[src/rtl/Noc_parameters.sv]
// Noc_parameters: shared NoC sizing and the flit payload layout.
// Flit = {is_header, is_tail, data}; Noc_Flit_Width = Noc_Data_Width + 2.
package Noc_parameters;

  localparam int unsigned Noc_VC_Channel = 4;
  localparam int unsigned Noc_Data_Width = 16;
  localparam int unsigned Noc_Flit_Width = Noc_Data_Width + 2;

  typedef struct packed {
    logic                      is_header;
    logic                      is_tail;
    logic [Noc_Data_Width-1:0] data;
  } noc_flit_t;

endpackage

[src/rtl/noc_vc_inject_arbiter_pkg.sv]
// noc_vc_inject_arbiter_pkg: derived widths and flit bit positions for the injector.
package noc_vc_inject_arbiter_pkg;
  import Noc_parameters::*;

  localparam int unsigned VC_IDX_W      = (Noc_VC_Channel > 1) ? $clog2(Noc_VC_Channel) : 1;
  localparam int unsigned FLIT_HDR_BIT  = Noc_Flit_Width - 1;
  localparam int unsigned FLIT_TAIL_BIT = Noc_Flit_Width - 2;

endpackage

[src/rtl/Noc_flit_interface.sv]
// Noc_flit_interface: per-VC valid/flit from sender to receiver, per-VC ready back.
//   sender   : drives valid, flit; samples ready
//   receiver : samples valid, flit; drives ready
interface Noc_flit_interface;
  import Noc_parameters::*;

  logic [Noc_VC_Channel-1:0]                     valid;
  logic [Noc_VC_Channel-1:0]                     ready;
  logic [Noc_VC_Channel-1:0][Noc_Flit_Width-1:0] flit;

  modport sender   (output valid, output flit, input ready);
  modport receiver (input valid, input flit, output ready);

endinterface

[src/rtl/noc_rr_arbiter.sv]
// noc_rr_arbiter: round-robin arbiter; search starts at ptr, ptr moves past
// the winner only when advance is asserted.
//   noc_clk, noc_rst : clock, async active-high reset
//   req              : request vector
//   advance          : commit the current grant (update pointer)
//   grant_c          : one-hot grant (combinational)
//   grant_idx_c      : index of the granted requester (combinational)
//   grant_valid_c    : some request is granted (combinational)
module noc_rr_arbiter #(
  parameter  int unsigned N     = 4,
  localparam int unsigned IDX_W = $clog2(N)
) (
  input  logic             noc_clk,
  input  logic             noc_rst,
  input  logic [N-1:0]     req,
  input  logic             advance,
  output logic [N-1:0]     grant_c,
  output logic [IDX_W-1:0] grant_idx_c,
  output logic             grant_valid_c
);

  logic [IDX_W-1:0] ptr;
  logic [IDX_W-1:0] ptr_nxt;

  // First requester at or after ptr, wrapping modulo N.
  always_comb begin
    int unsigned      sum;
    logic [IDX_W-1:0] cand;
    grant_c       = '0;
    grant_idx_c   = '0;
    grant_valid_c = 1'b0;
    for (int unsigned k = 0; k < N; k++) begin
      sum  = 32'(ptr) + k;
      cand = IDX_W'(sum % N);
      if (!grant_valid_c && req[cand]) begin
        grant_valid_c  = 1'b1;
        grant_idx_c    = cand;
        grant_c[cand]  = 1'b1;
      end
    end
  end

  assign ptr_nxt = (grant_idx_c == IDX_W'(N - 1)) ? '0 : grant_idx_c + IDX_W'(1);

  always_ff @(posedge noc_clk or posedge noc_rst) begin
    if (noc_rst) begin
      ptr <= '0;
    end else if (advance && grant_valid_c) begin
      ptr <= ptr_nxt;
    end
  end

endmodule

[src/rtl/noc_vc_inject_arbiter.sv]
// noc_vc_inject_arbiter: shares one NoC sender port among NUM_REQ flit sources,
// binding each packet to a free VC (round-robin over requesters, lowest free VC)
// until its tail flit is accepted.
//   noc_clk, noc_rst : clock, async active-high reset
//   req_valid/flit   : per-requester flit offer
//   req_ready        : per-requester accept (combinational from sender ready)
//   req_vc           : VC bound to each requester (valid while bound)
//   noc_sender_if    : registered per-VC valid/flit out, ready in
//   vc_busy          : VC bound to some requester
//   protocol_err     : sticky; unbound requester offered a non-header flit
module noc_vc_inject_arbiter
  import Noc_parameters::*;
  import noc_vc_inject_arbiter_pkg::*;
#(
  parameter  int unsigned NUM_REQ   = 4,
  localparam int unsigned REQ_IDX_W = $clog2(NUM_REQ)
) (
  input  logic                                    noc_clk,
  input  logic                                    noc_rst,
  input  logic [NUM_REQ-1:0]                      req_valid,
  input  logic [NUM_REQ-1:0][Noc_Flit_Width-1:0]  req_flit,
  output logic [NUM_REQ-1:0]                      req_ready,
  output logic [NUM_REQ-1:0][VC_IDX_W-1:0]        req_vc,
  Noc_flit_interface.sender                       noc_sender_if,
  output logic [Noc_VC_Channel-1:0]               vc_busy,
  output logic                                    protocol_err
);

  logic [NUM_REQ-1:0]                            bound, bound_nxt;
  logic [NUM_REQ-1:0]                            eligible, xfer, hdr_err;
  logic [NUM_REQ-1:0][VC_IDX_W-1:0]              req_vc_nxt;
  logic [Noc_VC_Channel-1:0][REQ_IDX_W-1:0]      vc_owner, owner_nxt;
  logic [Noc_VC_Channel-1:0]                     busy_nxt, out_valid_nxt;
  logic [Noc_VC_Channel-1:0][Noc_Flit_Width-1:0] out_flit_nxt;
  logic                                          free_found;
  logic [VC_IDX_W-1:0]                           free_vc;
  logic [NUM_REQ-1:0]                            gnt_onehot;
  logic [REQ_IDX_W-1:0]                          gnt_idx;
  logic                                          gnt_valid;
  logic                                          alloc;

  // Per-requester eligibility, handshake and header-protocol check.
  always_comb begin
    eligible  = '0;
    req_ready = '0;
    xfer      = '0;
    hdr_err   = '0;
    for (int unsigned i = 0; i < NUM_REQ; i++) begin
      eligible[i]  = !bound[i] && req_valid[i] && req_flit[i][FLIT_HDR_BIT];
      req_ready[i] = bound[i] && noc_sender_if.ready[req_vc[i]];
      xfer[i]      = req_valid[i] && req_ready[i];
      hdr_err[i]   = !bound[i] && req_valid[i] && !req_flit[i][FLIT_HDR_BIT];
    end
  end

  // Lowest-index free VC; uses registered busy so a VC freed this cycle waits a cycle.
  always_comb begin
    free_found = 1'b0;
    free_vc    = '0;
    for (int unsigned v = 0; v < Noc_VC_Channel; v++) begin
      if (!free_found && !vc_busy[v]) begin
        free_found = 1'b1;
        free_vc    = VC_IDX_W'(v);
      end
    end
  end

  // Pointer only advances on an actual allocation, so it holds while all VCs are busy.
  assign alloc = gnt_valid && free_found;

  noc_rr_arbiter #(.N(NUM_REQ)) u_rr (
    .noc_clk       (noc_clk),
    .noc_rst       (noc_rst),
    .req           (eligible),
    .advance       (alloc),
    .grant_c       (gnt_onehot),
    .grant_idx_c   (gnt_idx),
    .grant_valid_c (gnt_valid)
  );

  // Binding tables: release on tail transfer, then at most one new binding.
  always_comb begin
    bound_nxt  = bound;
    req_vc_nxt = req_vc;
    busy_nxt   = vc_busy;
    owner_nxt  = vc_owner;
    for (int unsigned i = 0; i < NUM_REQ; i++) begin
      if (xfer[i] && req_flit[i][FLIT_TAIL_BIT]) begin
        bound_nxt[i]        = 1'b0;
        busy_nxt[req_vc[i]] = 1'b0;
      end
    end
    if (alloc) begin
      bound_nxt           = bound_nxt | gnt_onehot;
      req_vc_nxt[gnt_idx] = free_vc;
      busy_nxt[free_vc]   = 1'b1;
      owner_nxt[free_vc]  = gnt_idx;
    end
  end

  // Forwarding mux: each busy VC takes its owner's flit when the owner transfers.
  always_comb begin
    out_valid_nxt = '0;
    out_flit_nxt  = '0;
    for (int unsigned v = 0; v < Noc_VC_Channel; v++) begin
      out_valid_nxt[v] = vc_busy[v] && xfer[vc_owner[v]];
      if (out_valid_nxt[v]) begin
        out_flit_nxt[v] = req_flit[vc_owner[v]];
      end
    end
  end

  always_ff @(posedge noc_clk or posedge noc_rst) begin
    if (noc_rst) begin
      bound               <= '0;
      req_vc              <= '0;
      vc_busy             <= '0;
      vc_owner            <= '0;
      protocol_err        <= 1'b0;
      noc_sender_if.valid <= '0;
      noc_sender_if.flit  <= '0;
    end else begin
      bound               <= bound_nxt;
      req_vc              <= req_vc_nxt;
      vc_busy             <= busy_nxt;
      vc_owner            <= owner_nxt;
      protocol_err        <= protocol_err | (|hdr_err);
      noc_sender_if.valid <= out_valid_nxt;
      noc_sender_if.flit  <= out_flit_nxt;
    end
  end

endmodule

[src/flat_wrapper.sv]
// flat-port wrapper written by rule: the top's interface ports become plain ports
module noc_vc_inject_arbiter_flat import Noc_parameters::*; import noc_vc_inject_arbiter_pkg::*;
#(
  parameter  int unsigned NUM_REQ   = 4,
  localparam int unsigned REQ_IDX_W = $clog2(NUM_REQ)
)
  (noc_clk, noc_rst, req_valid, req_flit, req_ready, req_vc, vc_busy, protocol_err, noc_sender_if_valid, noc_sender_if_flit, noc_sender_if_ready);
  Noc_flit_interface noc_sender_if_i ();
  input  logic noc_clk;
  input  logic noc_rst;
  input  logic [NUM_REQ-1:0] req_valid;
  input  logic [NUM_REQ-1:0][Noc_Flit_Width-1:0] req_flit;
  output logic [NUM_REQ-1:0] req_ready;
  output logic [NUM_REQ-1:0][VC_IDX_W-1:0] req_vc;
  output logic [Noc_VC_Channel-1:0] vc_busy;
  output logic protocol_err;
  output wire logic [$bits(noc_sender_if_i.valid)-1:0] noc_sender_if_valid;
  output wire logic [$bits(noc_sender_if_i.flit)-1:0] noc_sender_if_flit;
  input wire logic [$bits(noc_sender_if_i.ready)-1:0] noc_sender_if_ready;
  assign noc_sender_if_valid = noc_sender_if_i.valid;
  assign noc_sender_if_flit = noc_sender_if_i.flit;
  assign noc_sender_if_i.ready = noc_sender_if_ready;
  noc_vc_inject_arbiter #(.NUM_REQ(NUM_REQ)) u_core (.noc_clk(noc_clk), .noc_rst(noc_rst), .req_valid(req_valid), .req_flit(req_flit), .req_ready(req_ready), .req_vc(req_vc), .noc_sender_if(noc_sender_if_i), .vc_busy(vc_busy), .protocol_err(protocol_err));
endmodule
[config.mk]
export PLATFORM = sky130hd
export DESIGN_NAME = noc_vc_inject_arbiter_flat
export DESIGN_NICKNAME = d
export VERILOG_FILES = /design/src/rtl/Noc_parameters.sv /design/src/rtl/noc_vc_inject_arbiter_pkg.sv /design/src/rtl/Noc_flit_interface.sv /design/src/rtl/noc_rr_arbiter.sv /design/src/rtl/noc_vc_inject_arbiter.sv /design/src/flat_wrapper.sv
export SDC_FILE = /design/constraint.sdc
export NUM_CORES = 1
export LEC_CHECK = 0
export ABC_CLOCK_PERIOD_IN_PS = 3000
export CAP_MARGIN = 40
export CORE_ASPECT_RATIO = 0.75
export CORE_MARGIN = 2
export CORE_UTILIZATION = 45
export CTS_BUF_LIST = sky130_fd_sc_hd__clkbuf_16
export CTS_CLUSTER_DIAMETER = 50
export CTS_CLUSTER_SIZE = 30
export DETAILED_ROUTE_END_ITERATION = 10
export PLACE_DENSITY = 0.87
export SLEW_MARGIN = 10
export SYNTH_ARGS = -nofsm -noshare
export SYNTH_HDL_FRONTEND = slang
export SYNTH_HIERARCHICAL = 1
export SYNTH_SLANG_ARGS = --single-unit
[constraint.sdc]
create_clock -name noc_clk -period 3 [get_ports noc_clk]
set_input_delay 0.6 -clock noc_clk [delete_from_list [all_inputs] [get_ports noc_clk]]
set_output_delay 0.6 -clock noc_clk [all_outputs]
set_load 0.03 [all_outputs]
==> impl_results.md, run 1 <==
- Core region area: about 14000 um^2
- Final min period: 2790 ps
- Most common cell in the synthesized netlist: dfrtp_1
- Storage cell area: 2580 um^2
- Leakage: 0.00359 uW
- Reg power frac: 27.5%
- Vias in the first global route: 5582
- Routed WL: 20.4 mm
- Sw Pwr: 3070 uW
- Area occupied by multi-input gates: 3690 um^2
- Hold Violations, Final: 0
- Largest fanout on the critical path: 19
- Hold WS: 480 ps
- Synth cell count leaders: dfrtp_1, mux4_2, a21boi_0
- Sink Count: 103
- CP arrival: 2950 ps
- Setup CP Type: in -> reg
- Pwr/cell area: 844 nW/um^2
- DIE AREA: 15400 um^2
- GRT Total Usage: a little over a quarter
- Worst Tran Pin Value: 1110 ps
- Fillers: 1005
- Initial antenna violation count: 0
- Final Max Slew Viols: 0
- Clock buffer count from CTS: 9
- Htree depth: 3
- Placer Congestion: 0.968
- Hold crit path type: reg -> reg
- Clock network power share: 15.2%
- Sw Ratio: 40.6%
- First-pass GRT wire length: 31.6 mm
- Crit end category: flip-flop
- Die height: 108 um
- Layout cells sized above 1: between 20% and 30%
- Post-Route Utilization: 64.5%
- Yosys warnings: 6
- Cell taking the most area after synthesis: dfrtp_1
- Data required, critical path: 3150 ps
- Post-synthesis cell count: 486
- Detailed-route via count: between 5000 and 6000
- Port buffer count: between 150 and 200
- Gate power share: 57.3%
- IO Pins: 175
- Post-synth EDFFs: 0
- Final worst-path cycle share: 93.1%
- Vias per cell: between 6 and 7
- Synth area leaders: dfrtp_1, mux4_2, a21boi_0
- Final ANT Viol Nets: 0
- Avg Synthesized Cell Area: 13.3 um^2
- Synth top area share: between 30% and 40%
- Crit path largest cell delay: 880 ps
- Max Root-Sink Buffers: 2
- Diodes inserted: 0
- Area Overhead vs Synth: 38.0%
- Pin count of the biggest net entering global routing: 102
- # rows: 37
- RSZ-0062 raised after global routing: no
- Clk slew on worst S/H paths: around 70 ps
- Peak VDD IR: 0.398 mV
- GRT overflow: 0
- Yosys cell types: 58
- Worst slew margin: between 20% and 30%
- Dpl hpwl: about 15 mm
- Initial Util: between 40% and 50%
- DR pass1 iterations: 5
- Max-cap violations: 0
- Number of synthesized register bits: 103
- Final setup violation count: 0
- Crit-path cells: clkdlybuf4s50_1 > mux2i_1 > or2_2 > a21oi_4 > a22oi_2 > a21boi_0
- Post-CTS Hold Fix Bufs: 0
- Clk_lat worst skew: 340 ps
- Die width: 143 um
- PostCTS Resize Cnt: 0
- Clock root cell: clkbuf_16
- Worst path bufs/invs: 1
- Overall Power: roughly 7600 uW
- Ys flop type: dfrtp_1
- Routed length on met1: 8.32 mm
- P_int: 4490 uW
- Post-synthesis net count: 573
- Fmax: 0.358 GHz
- Max layer used: met4
- Ys async rst share: 100%
- Critical path launch point type: input port
- Post-CTS setup buffers: 0
- Status: complete, no violations
- Met3 wire length: 1.88 mm
- Sequential-to-total area share from yosys stat: 39.7%
- Iter 0 DRT Violations: 536
- Crit path max-delay cell type: a22oi_2
- Clock skew: 6.40 ps
- Post-DR wirelength/cell: 23.6 um
- CP top delay family: compound AO/OA/AOI/OAI gates
- Setup TNS: 0 ps
- TritonCTS clock tree: built
- DR DRC count: 0
- WL met2: roughly 10 mm
- Cell Area, Synth: 6490 um^2
- Nets: 775
## per-stage QoR
stage | instance area (um^2) | instances | setup slack [ps]
finish | 8950 | 866 | 206
global route | 8950 | 866 | 65.4
CTS | 8940 | 866 | 54.1
detailed placement | 8660 | 852 | -121
global placement | 8660 | 852 | -58.6
floorplan | 6490 | 486 | 335
## logic make-up (layout without fill, tap and decap cells)
group / after synthesis / in the layout / share of synthesized area, %
compound gates: 133 / 133 / 16.9
flops: 103 / 103 / 39.7
mux: 99 / 99 / 30.3
simple gates: 99 / 99 / 8.47
buf+inv: 46 / 251 / 3.47
fa+ha+maj: 5 / 5 / 0.964
xor+xnor: 1 / 1 / 0.135
## per-layer routing
layer	GRT usage (%)	up-vias
met3	6.02	29
li1	-	2308
met5	0	-
met4	6.79	0
met2	44.6	340
met1	37.8	2796
## layout by cell type, fill, tap and decap left out, types with 4 or more instances in the layout
master and instances:
a21boi_0 51, a21boi_1 13, a21boi_2 9, a21oi_1 6
a22o_1 5, a22oi_1 8, a22oi_2 6, and2_1 4
and3_1 4, and3b_1 4, buf_4 49, clkbuf_16 9
clkdlybuf4s50_1 170, dfrtp_1 103, ha_1 5, inv_1 13
mux2_2 19, mux2i_1 4, mux4_2 76, nand2_1 21
nand2b_1 5, nand3_1 9, nand3b_1 5, nor2_1 14
nor3_1 8, nor3b_1 7, o21ai_0 10
## sequential cells by signal, indices dropped and copies added (netlist names), named ones only
register and cells:
u_core/protocol_err 1, u_core/bound 4, u_core/noc_sender_if.valid 4, u_core/vc_busy 4, u_core/u_rr/ptr 1, u_core/vc_owner 8, u_core/req_vc 8, u_core/noc_sender_if.flit 72
## final cells by class
type                    count  share of cell area [%]
multi-input cells         337                    41.2
repair buffers            223                    23.8
flip-flops and latches    103                    28.8
clock buffers               9                    2.52
well taps                 175                    2.45
clock inverters             5                   0.657
inverters                  14                   0.629
## final timing paths
check | slack [ps] | cells after the start | startpoint | end
worst max-delay path | 210 | 6 | noc_sender_if_ready[2] | u_core/noc_sender_if.flit[23]
worst min-delay path | 480 | 1 | u_core/protocol_err | u_core/protocol_err
worst max register to register | 310 | 5 | u_core/req_vc[3] | u_core/noc_sender_if.flit[23]
worst min register to register | 480 | 1 | u_core/protocol_err | u_core/protocol_err
max in group asynchronous | 1770 | 3 | noc_rst | u_core/noc_sender_if.flit[29]
min in group asynchronous | 520 | 2 | noc_rst | asynchronous set/reset pin
## power groups by stage
stage	Sequential (uW)	Combinational (uW)	Clock, uW
after global placement	2080	4180	0
after floorplan	2300	2540	0
after detailed placement	2080	4290	0
after CTS	2060	4300	1170
final	2080	4330	1150
after global routing	2120	4590	1220
Note: power is estimated with default switching activity, not from simulation.
==> run 2: changes to the inputs <==
--- a/config.mk
+++ b/config.mk
@@ -14,6 +14,7 @@
 export CTS_CLUSTER_DIAMETER = 50
 export CTS_CLUSTER_SIZE = 30
 export DETAILED_ROUTE_END_ITERATION = 10
+export GPL_TIMING_DRIVEN = 0
 export PLACE_DENSITY = 0.87
 export SLEW_MARGIN = 10
 export SYNTH_ARGS = -nofsm -noshare
==> constraint.sdc (replaced) <==
create_clock -name noc_clk -period 3 [get_ports noc_clk]
set_input_delay 0.6 -clock noc_clk [delete_from_list [all_inputs] [get_ports noc_clk]]
set_output_delay 0.6 -clock noc_clk [all_outputs]
set_load 0.05 [all_outputs]
==> impl_results.md, run 2 (synthesized netlist as in run 1, its figures left out) <==
- Status: complete, no violations (unchanged)
- Clock network power share: 14.2% (was 15.2%)
- Clock root cell: clkbuf_16 (unchanged)
- Port buffer count: 174 (unchanged)
- Diodes inserted: 0 (unchanged)
- First-pass GRT wire length: 31.5 mm (was 31.6 mm)
- Max Root-Sink Buffers: 2 (unchanged)
- Leakage: 0.00352 uW (was 0.00359 uW)
- Core region area: 13900 um^2 (unchanged)
- CP arrival: 2310 ps (was 2950 ps)
- Final ANT Viol Nets: 0 (unchanged)
- Sw Ratio: 44.4% (was 40.6%)
- Initial Util: 46.7% (unchanged)
- Vias per cell: 6.20 (was 6.32)
- Hold WS: 484 ps (was 480 ps)
- Final setup violation count: 0 (unchanged)
- Clk_lat worst skew: 340 ps (about the same)
- Worst slew margin: 45.4% (was 26.0%)
- Fin cells: 858 (was 866)
- DIE AREA: 15400 um^2 (unchanged)
- GRT overflow: 0 (unchanged)
- Area Overhead vs Synth: 36.7% (was 38.0%)
- Largest fanout on the critical path: 4 (was 19)
- Clock skew: 6.16 ps (was 6.40 ps)
- DR DRC count: 0 (unchanged)
- Peak VDD IR: 0.542 mV (was 0.398 mV)
- P_int: 4330 uW (was 4490 uW)
- Final Max Slew Viols: 0 (unchanged)
- Placer Congestion: 0.974 (was 0.968)
- Largest Register: u_core/noc_sender_if.flit (unchanged)
- Worst setup margin: 93.2 ps (was 206 ps)
- Detailed-route via count: 5322 (was 5473)
- Worst Tran Pin Value: 812 ps (was 1110 ps)
- Inst Count DP: 838 (was 852)
- Overall Power: 7790 uW (was 7560 uW)
- Setup TNS: 0 ps (unchanged)
- Most common cell after layout, fill and taps aside: clkdlybuf4s50_1 (unchanged)
- Pwr/cell area: 878 nW/um^2 (was 844 nW/um^2)
- Sink Count: 103 (unchanged)
- Setup CP Type: in -> out (was in -> reg)
- Nets: 765 (was 775)
- Post-DR wirelength/cell: 23.5 um (was 23.6 um)
- Max reg flops: 72 (unchanged)
- DR pass1 iterations: 5 (unchanged)
- RSZ-0062 raised after global routing: no (unchanged)
- IO Pins: 175 (unchanged)
- Top flop regs: u_core/noc_sender_if.flit x72, u_core/req_vc x8, u_core/vc_owner x8 (unchanged)
- Reg power frac: 25.0% (was 27.5%)
- Dpl hpwl: 15.3 mm (was 15.1 mm)
- Htree depth: 3 (unchanged)
- Clock buffer count from CTS: 9 (unchanged)
- Critical path launch point type: input port (unchanged)
- Die width: 143 um (unchanged)
- Final min period: 2910 ps (was 2790 ps)
- Vias in the first global route: 5705 (was 5582)
- Hold crit path type: reg -> reg (unchanged)
- Pin count of the biggest net entering global routing: 39 (was 102)
- Initial antenna violation count: 1 (was 0)
- Hold Violations, Final: 0 (unchanged)
- # rows: 37 (unchanged)
- Max-cap violations: 0 (unchanged)
- Pre-CTS WS: -772 ps (was -121 ps)
- Commonest cells after routing, fill and taps aside: clkdlybuf4s50_1, dfrtp_1, mux4_2 (unchanged)
- Gate power share: 60.8% (was 57.3%)
- Routed WL: 20.1 mm (was 20.4 mm)
- Data required, critical path: 2400 ps (was 3150 ps)
- TritonCTS clock tree: built (unchanged)
- Die height: 108 um (unchanged)
- Final worst-path cycle share: 96.9% (was 93.1%)
- Layout cells sized above 1: 26.5% (was 27.5%)
- Fmax: 0.344 GHz (was 0.358 GHz)
- Clk slew on worst S/H paths: 70 ps (about the same)
- GRT Total Usage: 27.2% (was 27.3%)
- Sw Pwr: 3460 uW (was 3070 uW)
- Crit end category: output port (was flip-flop)
- Iter 0 DRT Violations: 482 (was 536)
-- run 2: final timing paths --
path | endpoint | from | depth (start not counted) | slack [ps]
min in group asynchronous | asynchronous set/reset pin | noc_rst | 2 | 510
setup / recovery | req_ready[1] | noc_sender_if_ready[1] | 6 | 90
max in group asynchronous | u_core/noc_sender_if.flit[10] | noc_rst | 4 | 1840
hold reg to reg | u_core/protocol_err | u_core/protocol_err | 1 | 480
setup reg to reg | u_core/req_vc[3] | flip-flop | 10 | 150
hold / removal | u_core/protocol_err | u_core/protocol_err | 1 | 480
-- run 2: power groups by stage --
| stage | Combinational, uW | Clock (uW) | Sequential [uW] |
|---|---|---|---|
| 6_report | 4730 | 1110 | 1950 |
| 5_1_grt | 5000 | 1190 | 1990 |
| 4_1_cts | 4640 | 1130 | 1940 |
| 3_5_place_dp | 4560 | 0 | 1960 |
| 3_3_place_gp | 4440 | 0 | 1950 |
| 2_1_floorplan | 2570 | 0 | 2620 |
-- run 2: through the flow --
step | instance area (um^2) | utilization (%)
after floorplan | 6490 | -
after global placement | 8450 | 60.9
after detailed placement | 8520 | 61.3
after CTS | 8820 | 63.5
after global routing | 8870 | 63.8
final | 8870 | 63.8
-- run 2: layout make-up --
cell class / count / area (um^2)
Tap cell: 175 / 219
Sequential cell: 103 / 2580
Clock buffer: 9 / 225
Buffer: 32 / 173
Fill cell: 1030 / 5020
Multi-Input combinational cell: 337 / 3720
Timing Repair Buffer: 181 / 1840
Clock inverter: 7 / 53.8
Inverter: 14 / 56.3
-- run 2: metal layers --
metal	vias to the layer above	routed length (um)	part of all wire [%]	track usage [%]
li1	2295	-	-	-
met1	2696	8120	40	37.2
met2	294	9810	49	45.1
met3	35	1880	9.3	5.71
met4	2	321	1.6	6.58
met5	-	13	0.065	0
-- run 2: what timing repair did --
item | in CTS | in global routing
buffers inserted | 2 | 2
hold buffers | 0 | 0
gates resized for setup | 12 | 13
setup endpoints to repair | 20 | 16
pin swaps | 1 | 2
-- run 2: critical path: stages --
cell             delay, ps
clkdlybuf4s50_1        540
mux2_2                 200
nor2_1                  40
a21oi_1                230
and2_1                 170
dlygate4sd2_1          530
